[src/rtl/sdrc_req_queue_pkg.sv]
// ============================================================================
// Module      : sdrc_req_queue_pkg
// Description : Shared types, constants and helper function for the SDRAM
//               application request queue and its transfer-ID pool.
//               Provides defaults for `SDR_REQ_ID_W (ID width) and
//               `SDRC_REQ_Q_DEPTH (FIFO depth) when sdrc_define.v has not
//               already set them.
// Ports       : none (package)
// Revision    : 1.0 - initial release
// ============================================================================
`default_nettype none

`ifndef SDR_REQ_ID_W
`define SDR_REQ_ID_W 4
`endif

`ifndef SDRC_REQ_Q_DEPTH
`define SDRC_REQ_Q_DEPTH 4
`endif

package sdrc_req_queue_pkg;

    localparam int ID_W = `SDR_REQ_ID_W;
    localparam int NID  = 1 << ID_W;

    typedef logic [ID_W-1:0] id_t;
    typedef logic [NID-1:0]  id_vec_t;

    // Index of the lowest set bit; returns 0 for an all-zero vector, so
    // callers must qualify the result with a separate "any set" flag.
    function automatic id_t lowest_set(input id_vec_t v);
        id_t r;
        r = '0;
        for (int i = NID - 1; i >= 0; i--) begin
            if (v[i]) begin
                r = id_t'(i);
            end
        end
        return r;
    endfunction

endpackage

`default_nettype wire

[src/rtl/sdrc_req_queue_if.sv]
// ============================================================================
// Module      : sdrc_req_queue_if
// Description : Bundle of the application request, request-generator
//               handshake, completion and status signals of sdrc_req_queue.
// Modports    : master - application / request-generator / transfer-control
//                        side (drives app_req*, req_ack, xfr_done*)
//               slave  - the request queue itself
// Revision    : 1.0 - initial release
// ============================================================================
`default_nettype none

interface sdrc_req_queue_if #(
    parameter int APP_AW = 26,
    parameter int APP_RW = 9,
    parameter int DEPTH  = 4
);
    import sdrc_req_queue_pkg::*;

    localparam int CNT_W = $clog2(DEPTH) + 1;

    // application request
    logic              app_req;
    logic [APP_AW-1:0] app_req_addr;
    logic [APP_RW-1:0] app_req_len;
    logic              app_req_wr_n;
    logic              app_req_wrap;
    logic              app_req_ack;
    id_t               app_req_tag;
    // head of queue to the request generator
    logic              req;
    id_t               req_id;
    logic [APP_AW-1:0] req_addr;
    logic [APP_RW-1:0] req_len;
    logic              req_wr_n;
    logic              req_wrap;
    logic              req_ack;
    // transfer completion
    logic              xfr_done;
    id_t               xfr_done_id;
    // status
    logic [CNT_W-1:0]  q_count;
    logic              q_full;
    logic              q_empty;
    logic [ID_W:0]     ids_free;
    logic              err_dbl_free;

    modport master (
        output app_req, app_req_addr, app_req_len, app_req_wr_n, app_req_wrap,
        input  app_req_ack, app_req_tag,
        input  req, req_id, req_addr, req_len, req_wr_n, req_wrap,
        output req_ack,
        output xfr_done, xfr_done_id,
        input  q_count, q_full, q_empty, ids_free, err_dbl_free
    );

    modport slave (
        input  app_req, app_req_addr, app_req_len, app_req_wr_n, app_req_wrap,
        output app_req_ack, app_req_tag,
        output req, req_id, req_addr, req_len, req_wr_n, req_wrap,
        input  req_ack,
        input  xfr_done, xfr_done_id,
        output q_count, q_full, q_empty, ids_free, err_dbl_free
    );

endinterface

`default_nettype wire

[src/rtl/sdrc_id_pool.sv]
// ============================================================================
// Module      : sdrc_id_pool
// Description : Transfer-ID free pool. Holds an NID-bit free vector, offers
//               the lowest-numbered free ID, tracks the free count and flags
//               releases of IDs that are already free (sticky).
// Ports       : clk, reset_n        - clock, async active-low reset
//               alloc_i             - take alloc_id_o out of the pool
//               release_i           - return release_id_i to the pool
//               alloc_id_o          - lowest free ID (valid if free_any_o)
//               free_any_o          - at least one ID is free
//               ids_free_o          - number of free IDs
//               err_dbl_free_o      - sticky double-release flag
// Revision    : 1.0 - initial release
// ============================================================================
`default_nettype none

module sdrc_id_pool
    import sdrc_req_queue_pkg::*;
(
    input  wire logic    clk,
    input  wire logic    reset_n,
    input  wire logic    alloc_i,
    input  wire logic    release_i,
    input  wire id_t     release_id_i,
    output id_t          alloc_id_o,
    output logic         free_any_o,
    output logic [ID_W:0] ids_free_o,
    output logic         err_dbl_free_o
);
    localparam int CW = ID_W + 1;

    id_vec_t         free_q, free_d;
    logic [CW-1:0]   cnt_q, cnt_d;
    logic            err_q, err_d;
    logic            w_rel_ok;
    logic            w_rel_dbl;

    assign alloc_id_o = lowest_set(free_q);
    assign free_any_o = |free_q;

    // A release is judged against the registered vector, so an ID being
    // allocated this cycle counts as free and releasing it is a double free.
    assign w_rel_ok  = release_i & ~free_q[release_id_i];
    assign w_rel_dbl = release_i &  free_q[release_id_i];

    always_comb begin
        free_d = free_q;
        if (alloc_i) begin
            free_d[alloc_id_o] = 1'b0;
        end
        if (w_rel_ok) begin
            free_d[release_id_i] = 1'b1;
        end
        cnt_d = cnt_q + CW'(w_rel_ok) - CW'(alloc_i);
        err_d = err_q | w_rel_dbl;
    end

    always_ff @(posedge clk or negedge reset_n) begin
        if (!reset_n) begin
            free_q <= '1;
            cnt_q  <= CW'(NID);
            err_q  <= 1'b0;
        end else begin
            free_q <= free_d;
            cnt_q  <= cnt_d;
            err_q  <= err_d;
        end
    end

    assign ids_free_o     = cnt_q;
    assign err_dbl_free_o = err_q;

endmodule

`default_nettype wire

[src/rtl/sdrc_req_queue.sv]
// ============================================================================
// Module      : sdrc_req_queue
// Description : Application request queue ahead of the SDRAM request
//               generator. Tags each accepted request with a free transfer
//               ID, buffers it in a DEPTH-entry FIFO and presents the head
//               on the req/req_ack handshake. IDs return on xfr_done.
// Ports       : clk      - clock
//               reset_n  - async active-low reset
//               bus      - sdrc_req_queue_if.slave (request, head, completion
//                          and status signals)
// Config      : SDRC_REQ_ZERO_LEN_DROP_EN - when defined, zero-length requests
//               are acknowledged with tag 0 and dropped (no ID, no FIFO slot).
// Revision    : 1.0 - initial release
// ============================================================================
`default_nettype none

module sdrc_req_queue
    import sdrc_req_queue_pkg::*;
#(
    parameter int APP_AW = 26,
    parameter int APP_RW = 9,
    parameter int DEPTH  = `SDRC_REQ_Q_DEPTH
) (
    input  wire logic       clk,
    input  wire logic       reset_n,
    sdrc_req_queue_if.slave bus
);
    localparam int PW    = $clog2(DEPTH);
    localparam int CNT_W = PW + 1;

    // FIFO storage
    logic [APP_AW-1:0] addr_q [DEPTH];
    logic [APP_RW-1:0] len_q  [DEPTH];
    logic              wr_n_q [DEPTH];
    logic              wrap_q [DEPTH];
    id_t               id_q   [DEPTH];

    logic [PW-1:0]     wr_ptr_q, wr_ptr_d;
    logic [PW-1:0]     rd_ptr_q, rd_ptr_d;
    logic [CNT_W-1:0]  count_q, count_d;

    logic              w_full;
    logic              w_empty;
    logic              w_zero_drop;
    logic              w_ack;
    logic              w_push;
    logic              w_pop;
    id_t               w_alloc_id;
    logic              w_free_any;

`ifdef SDRC_REQ_ZERO_LEN_DROP_EN
    assign w_zero_drop = (bus.app_req_len == '0);
`else
    assign w_zero_drop = 1'b0;
`endif

    assign w_full  = (count_q == CNT_W'(DEPTH));
    assign w_empty = (count_q == '0);

    // Acceptance uses only registered state: a pop in the same cycle does
    // not open a slot for a push at full.
    assign w_ack  = bus.app_req & (w_zero_drop | (~w_full & w_free_any));
    assign w_push = w_ack & ~w_zero_drop;
    assign w_pop  = bus.req_ack & ~w_empty;

    sdrc_id_pool u_id_pool (
        .clk            (clk),
        .reset_n        (reset_n),
        .alloc_i        (w_push),
        .release_i      (bus.xfr_done),
        .release_id_i   (bus.xfr_done_id),
        .alloc_id_o     (w_alloc_id),
        .free_any_o     (w_free_any),
        .ids_free_o     (bus.ids_free),
        .err_dbl_free_o (bus.err_dbl_free)
    );

    always_comb begin
        wr_ptr_d = wr_ptr_q + PW'(w_push);
        rd_ptr_d = rd_ptr_q + PW'(w_pop);
        count_d  = count_q + CNT_W'(w_push) - CNT_W'(w_pop);
    end

    always_ff @(posedge clk or negedge reset_n) begin
        if (!reset_n) begin
            wr_ptr_q <= '0;
            rd_ptr_q <= '0;
            count_q  <= '0;
        end else begin
            wr_ptr_q <= wr_ptr_d;
            rd_ptr_q <= rd_ptr_d;
            count_q  <= count_d;
        end
    end

    // Storage is reset so the head fields read zero out of reset.
    always_ff @(posedge clk or negedge reset_n) begin
        if (!reset_n) begin
            for (int i = 0; i < DEPTH; i++) begin
                addr_q[i] <= '0;
                len_q[i]  <= '0;
                wr_n_q[i] <= 1'b0;
                wrap_q[i] <= 1'b0;
                id_q[i]   <= '0;
            end
        end else if (w_push) begin
            addr_q[wr_ptr_q] <= bus.app_req_addr;
            len_q[wr_ptr_q]  <= bus.app_req_len;
            wr_n_q[wr_ptr_q] <= bus.app_req_wr_n;
            wrap_q[wr_ptr_q] <= bus.app_req_wrap;
            id_q[wr_ptr_q]   <= w_alloc_id;
        end
    end

    assign bus.app_req_ack = w_ack;
    assign bus.app_req_tag = w_zero_drop ? '0 : w_alloc_id;

    assign bus.req      = ~w_empty;
    assign bus.req_id   = id_q[rd_ptr_q];
    assign bus.req_addr = addr_q[rd_ptr_q];
    assign bus.req_len  = len_q[rd_ptr_q];
    assign bus.req_wr_n = wr_n_q[rd_ptr_q];
    assign bus.req_wrap = wrap_q[rd_ptr_q];

    assign bus.q_count = count_q;
    assign bus.q_full  = w_full;
    assign bus.q_empty = w_empty;

endmodule

`default_nettype wire
[src/flat_wrapper.sv]
// flat-port wrapper written by rule: the top's interface ports become plain ports
module sdrc_req_queue_flat import sdrc_req_queue_pkg::*;
#(
    parameter int APP_AW = 26,
    parameter int APP_RW = 9,
    parameter int DEPTH  = `SDRC_REQ_Q_DEPTH
)
  (clk, reset_n, bus_app_req, bus_app_req_addr, bus_app_req_len, bus_app_req_wr_n, bus_app_req_wrap, bus_app_req_ack, bus_app_req_tag, bus_req, bus_req_id, bus_req_addr, bus_req_len, bus_req_wr_n, bus_req_wrap, bus_req_ack, bus_xfr_done, bus_xfr_done_id, bus_q_count, bus_q_full, bus_q_empty, bus_ids_free, bus_err_dbl_free);
  sdrc_req_queue_if #(.APP_AW(APP_AW), .APP_RW(APP_RW), .DEPTH(DEPTH)) bus_i ();
  input  wire logic clk;
  input  wire logic reset_n;
  input wire logic [$bits(bus_i.app_req)-1:0] bus_app_req;
  input wire logic [$bits(bus_i.app_req_addr)-1:0] bus_app_req_addr;
  input wire logic [$bits(bus_i.app_req_len)-1:0] bus_app_req_len;
  input wire logic [$bits(bus_i.app_req_wr_n)-1:0] bus_app_req_wr_n;
  input wire logic [$bits(bus_i.app_req_wrap)-1:0] bus_app_req_wrap;
  output wire logic [$bits(bus_i.app_req_ack)-1:0] bus_app_req_ack;
  output wire logic [$bits(bus_i.app_req_tag)-1:0] bus_app_req_tag;
  output wire logic [$bits(bus_i.req)-1:0] bus_req;
  output wire logic [$bits(bus_i.req_id)-1:0] bus_req_id;
  output wire logic [$bits(bus_i.req_addr)-1:0] bus_req_addr;
  output wire logic [$bits(bus_i.req_len)-1:0] bus_req_len;
  output wire logic [$bits(bus_i.req_wr_n)-1:0] bus_req_wr_n;
  output wire logic [$bits(bus_i.req_wrap)-1:0] bus_req_wrap;
  input wire logic [$bits(bus_i.req_ack)-1:0] bus_req_ack;
  input wire logic [$bits(bus_i.xfr_done)-1:0] bus_xfr_done;
  input wire logic [$bits(bus_i.xfr_done_id)-1:0] bus_xfr_done_id;
  output wire logic [$bits(bus_i.q_count)-1:0] bus_q_count;
  output wire logic [$bits(bus_i.q_full)-1:0] bus_q_full;
  output wire logic [$bits(bus_i.q_empty)-1:0] bus_q_empty;
  output wire logic [$bits(bus_i.ids_free)-1:0] bus_ids_free;
  output wire logic [$bits(bus_i.err_dbl_free)-1:0] bus_err_dbl_free;
  assign bus_i.app_req = bus_app_req;
  assign bus_i.app_req_addr = bus_app_req_addr;
  assign bus_i.app_req_len = bus_app_req_len;
  assign bus_i.app_req_wr_n = bus_app_req_wr_n;
  assign bus_i.app_req_wrap = bus_app_req_wrap;
  assign bus_app_req_ack = bus_i.app_req_ack;
  assign bus_app_req_tag = bus_i.app_req_tag;
  assign bus_req = bus_i.req;
  assign bus_req_id = bus_i.req_id;
  assign bus_req_addr = bus_i.req_addr;
  assign bus_req_len = bus_i.req_len;
  assign bus_req_wr_n = bus_i.req_wr_n;
  assign bus_req_wrap = bus_i.req_wrap;
  assign bus_i.req_ack = bus_req_ack;
  assign bus_i.xfr_done = bus_xfr_done;
  assign bus_i.xfr_done_id = bus_xfr_done_id;
  assign bus_q_count = bus_i.q_count;
  assign bus_q_full = bus_i.q_full;
  assign bus_q_empty = bus_i.q_empty;
  assign bus_ids_free = bus_i.ids_free;
  assign bus_err_dbl_free = bus_i.err_dbl_free;
  sdrc_req_queue #(.APP_AW(APP_AW), .APP_RW(APP_RW), .DEPTH(DEPTH)) u_core (.clk(clk), .reset_n(reset_n), .bus(bus_i));
endmodule
[config.mk]
export PLATFORM = sky130hd
export DESIGN_NAME = sdrc_req_queue_flat
export DESIGN_NICKNAME = d
export VERILOG_FILES = /design/src/rtl/sdrc_req_queue_pkg.sv /design/src/rtl/sdrc_req_queue_if.sv /design/src/rtl/sdrc_id_pool.sv /design/src/rtl/sdrc_req_queue.sv /design/src/flat_wrapper.sv
export SDC_FILE = /design/constraint.sdc
export NUM_CORES = 1
export LEC_CHECK = 0
export BUFFER_PORTS_ARGS = -buffer_cell sky130_fd_sc_hd__buf_2
export CAP_MARGIN = 20
export CELL_PAD_IN_SITES_DETAIL_PLACEMENT = 1
export CELL_PAD_IN_SITES_GLOBAL_PLACEMENT = 2
export CORE_ASPECT_RATIO = 1.25
export CORE_MARGIN = 10
export CORE_UTILIZATION = 35
export DETAILED_ROUTE_END_ITERATION = 8
export PLACE_DENSITY = 0.68
export SLEW_MARGIN = 10
export SYNTH_ARGS = -nofsm -noshare
export SYNTH_HDL_FRONTEND = slang
export SYNTH_SLANG_ARGS = --single-unit
export TNS_END_PERCENT = 10
[constraint.sdc]
create_clock -name clk -period 3.5 [get_ports clk]
set_input_delay 0.175 -clock clk [delete_from_list [all_inputs] [get_ports clk]]
set_output_delay 0.175 -clock clk [all_outputs]
set_load 0.01 [all_outputs]
==> results.md <==
- Status: completed
- FF/Latch Area: just under 0.005 mm2
- Main synth FF type: dfrtp_1
- CTS max path bufs: 2
- H-tree Lvls: 4
- CTS hold repair buffers: 22
- Clock network power share: 18.0%
- Slew headroom: 34.9%
- Setup crit start kind: flop
- RSZ-0062 raised after global routing: false
- Layout area overhead: 18.0%
- Total global routing overflow: 0
- DP HPWL: about 15,000 um
- Crit path DAT: around 3.2 ns
- Die X: 164 um
- Leakage: around 4.7 nW
- Syn Area/Cell: between 15 and 20 um2
- Share of power burned in registers: between 30% and 40%
- Router iterations before antenna repair: 4
- Die area: 0.0328 mm2
- WL per Instance: around 21 um
- Worst-Skew Late Latency: between 0.4 and 0.5 ns
- Setup bufs post-CTS: 0
- CP most frequent cell: inv_1
- Maximum fanout along the worst path: 6
- Max Cap Violations: 0
- N_diodes: 0
- EDFF count, synth: 0
- Worst Path Required: roughly 3.9 ns
- Fin. max-slew vios: 0
- DRC violations left: 0
- Ys async rst share: 100%
- Reg2Reg Depth: 13
- Nets: around 760
- Std-Cell Core Area: roughly 0.025 mm2
- PostCTS Resize Cnt: 0
- Buffers & Inverters on Critical Path: 3
- 1st-iter DRT viols: 185
- DR vias/cell: 5.13
- Final min period: roughly 2.9 ns
- Register area share after synthesis: a little over half
- Total number of yosys warnings: 0
- Slowest CP cell: mux4_2
- Crit Path Category: reg -> reg
- Post-route ant nets: 0
- Synth Register Bits: around 190
- Kind of cell adding the most delay to the critical path: adder cells
- Vias in the first global route: 6,383
- Layout fillers: roughly 2,600
- Final instance area: between 0.01 and 0.015 mm2
- Total negative setup slack: 0 ns
- Gate power share: around 43%
- GP Congestion: 0.783
- Row Count: 65
- CP cell instances: mux4_2, mux2_2, o21ai_0, nand2_1, ha_1, inv_1, ha_1, inv_1, fa_1, inv_1, a21o_1, a21oi_1, xnor2_1
- Maximum VDD drop: around 0.00037 V
- Internal power: roughly 7 mW
- Syn Inst Count: about 580
- Clock transition at path regs: ~0.080 ns
- Area of the multi-input gates: a little under 0.004 mm2
- Endpoints failing hold: 0
- TritonCTS clock tree: built
- Setup violations, final: 0
- Antenna violations before repair: 0
- Crit end category: flop
- Root buffer cell: clkbuf_16
- Sink Count: just under 200
- Wirelength, routed: approximately 22,000 um
- First-pass GRT wire length: between 30,000 and 40,000 um
- Instance count on the critical path: 13
- Placed cell area: between 0.009 and 0.01 mm2
- CTS buffer count: 17
- Ports: about 100
- Post-Syn Area: 0.00907 mm2
- Synthesized Nets: 640
- Largest net degree at the start of global routing: 117
- Hold path cells: 2
- Sw Ratio: a little over a third
- Largest stage delay on the critical path: ~0.48 ns
- Initial Util: ~36%
- IO buf count: between 100 and 150
- Ratio of cells with drive above 1 in the final layout: 51.6%
- Power Density: between 1000 and 1500 mW/mm2
- Chip Height: ~200 um
- Hold/Removal Path Class: in -> reg
- Power Total: ~11 mW
- Post-Route Skew: between 0.01 and 0.015 ns
- Achievable Freq: 350 MHz
- Post-synthesis cell type count: 54
- Switching pwr: 3.91 mW
- Via count: between 5,000 and 6,000
- Worst slew pin tran: between 0.9 and 1 ns
- Crit share post-route: 81.6%
- GRT Total Usage: around 14%
==> area by class of cell <==
class                           count  share of cell area [%]
Inverter                           23                   0.865
Timing Repair Buffer              135                    8.12
Sequential cell                   193                    45.4
Tap cell                          335                    3.92
Clock buffer                       17                    3.97
Clock inverter                     15                    1.53
Multi-Input combinational cell    336                    36.2
==> cells by family after synthesis <==
kind of cell	count (synthesis)	share of synthesized area, %
and+or+nand+nor	62	4.28
xor gates and xnor gates	8	0.772
buffers and inverters	54	3.79
muxes	204	32.3
DFF	193	53.5
AOI/OAI and AO/OA	51	3.67
adders and majority gates	11	1.68
==> through the flow <==
| step | instances | utilization [%] | hold slack [ns] | setup WS, ns |
|---|---|---|---|---|
| floorplan | 583 | - | -0.121 | 0.661 |
| global placement | 1000 | 39.0 | 0.374 | 0.557 |
| detailed placement | 1000 | 39.0 | 0.394 | 0.515 |
| CTS | 1054 | 42.2 | 0.000813 | 0.607 |
| global route | 1054 | 42.2 | 0.00361 | 0.486 |
| finish | 1054 | 42.2 | 0.0146 | 0.644 |
==> flip-flops by register name, indices dropped and copies added, names as in the netlist <==
| name | cells |
|---|---|
| u_core.addr_q | 104 |
| u_core.len_q | 36 |
| u_core.id_q | 16 |
| u_core.u_id_pool.free_q | 16 |
| u_core.u_id_pool.ids_free_o | 5 |
| u_core.wr_n_q | 4 |
| u_core.wrap_q | 4 |
| u_core.bus.q_count | 3 |
| u_core.rd_ptr_q | 2 |
| u_core.wr_ptr_q | 2 |
| u_core.u_id_pool.err_dbl_free_o | 1 |
==> worst register-to-register path: stages, from the launching register on <==
cell	delay [ns]
dfstp_2	0.41
mux4_2	0.48
mux2_2	0.27
o21ai_0	0.21
nand2_1	0.09
ha_1	0.27
inv_1	0.06
ha_1	0.16
inv_1	0.06
fa_1	0.39
inv_1	0.08
a21o_1	0.11
a21oi_1	0.07
xnor2_1	0.14
==> cells in the mapped netlist, types with 3 or more instances <==
master    number  area (um2)
ha_1           9         113
dfstp_2       17         447
mux2_1        10         113
buf_2          6        30.0
a21oi_1        8        40.0
xnor2_1        6        52.6
mux2_2       113        1270
o31ai_1        5        37.5
inv_1         21        78.8
buf_6         17         191
mux2_4        35         526
nand2b_1       4        25.0
dfrtp_1      176        4400
nor2_1         8        30.0
o21ai_0       19        95.1
a22o_1         3        26.3
mux4_2        45        1010
nor3_1         6        30.0
clkbuf_1       8        30.0
nand2_1       23        86.3
a21o_1         3        22.5
==> power by group through the flow <==
stage / logic (mW) / clock network (mW) / registers [mW]
2_1_floorplan: 3.61 / 0 / 3.91
3_3_place_gp: 4.79 / 0 / 4.18
3_5_place_dp: 4.89 / 0 / 4.32
4_1_cts: 4.94 / 2.05 / 4.29
5_1_grt: 5.27 / 2.16 / 4.44
6_report: 4.79 / 1.98 / 4.28
==> per-layer routing <==
metal,GRT usage [%],share of wire (%),up-vias
met5,0,0,-
met4,3.88,1.2,0
met3,3.57,4.0,17
met2,24.6,53,87
met1,16.8,42,2910
li1,-,-,2391
==> path summary, 6_finish.rpt <==
check | from | endpoint | slack (ns)
hold reg to reg | u_core.id_q[8] | u_core.id_q[8] | 0.49
hold / removal | bus_app_req_len[5] | u_core.len_q[23] | 0.01
setup reg to reg | u_core.u_id_pool.free_q[11] | u_core.u_id_pool.ids_free_o[4] | 0.64
max in group asynchronous | reset_n | u_core.addr_q[93] | 2.10
setup / recovery | u_core.u_id_pool.free_q[11] | u_core.u_id_pool.ids_free_o[4] | 0.64
min in group asynchronous | reset_n | u_core.u_id_pool.err_dbl_free_o | 0.45
==> placed cells by master (no fill, tap or decap), types with 19 or more instances in the layout <==
master         netlist  layout
buf_2                6     102
mux2_2             113     113
dfrtp_1            176     174
o21ai_0             19      19
nand2_1             23      23
mux2_4              35      35
inv_1               21      21
dlygate4sd3_1        0      22
mux4_2              45      45
Power figures use the tool's default switching activity.
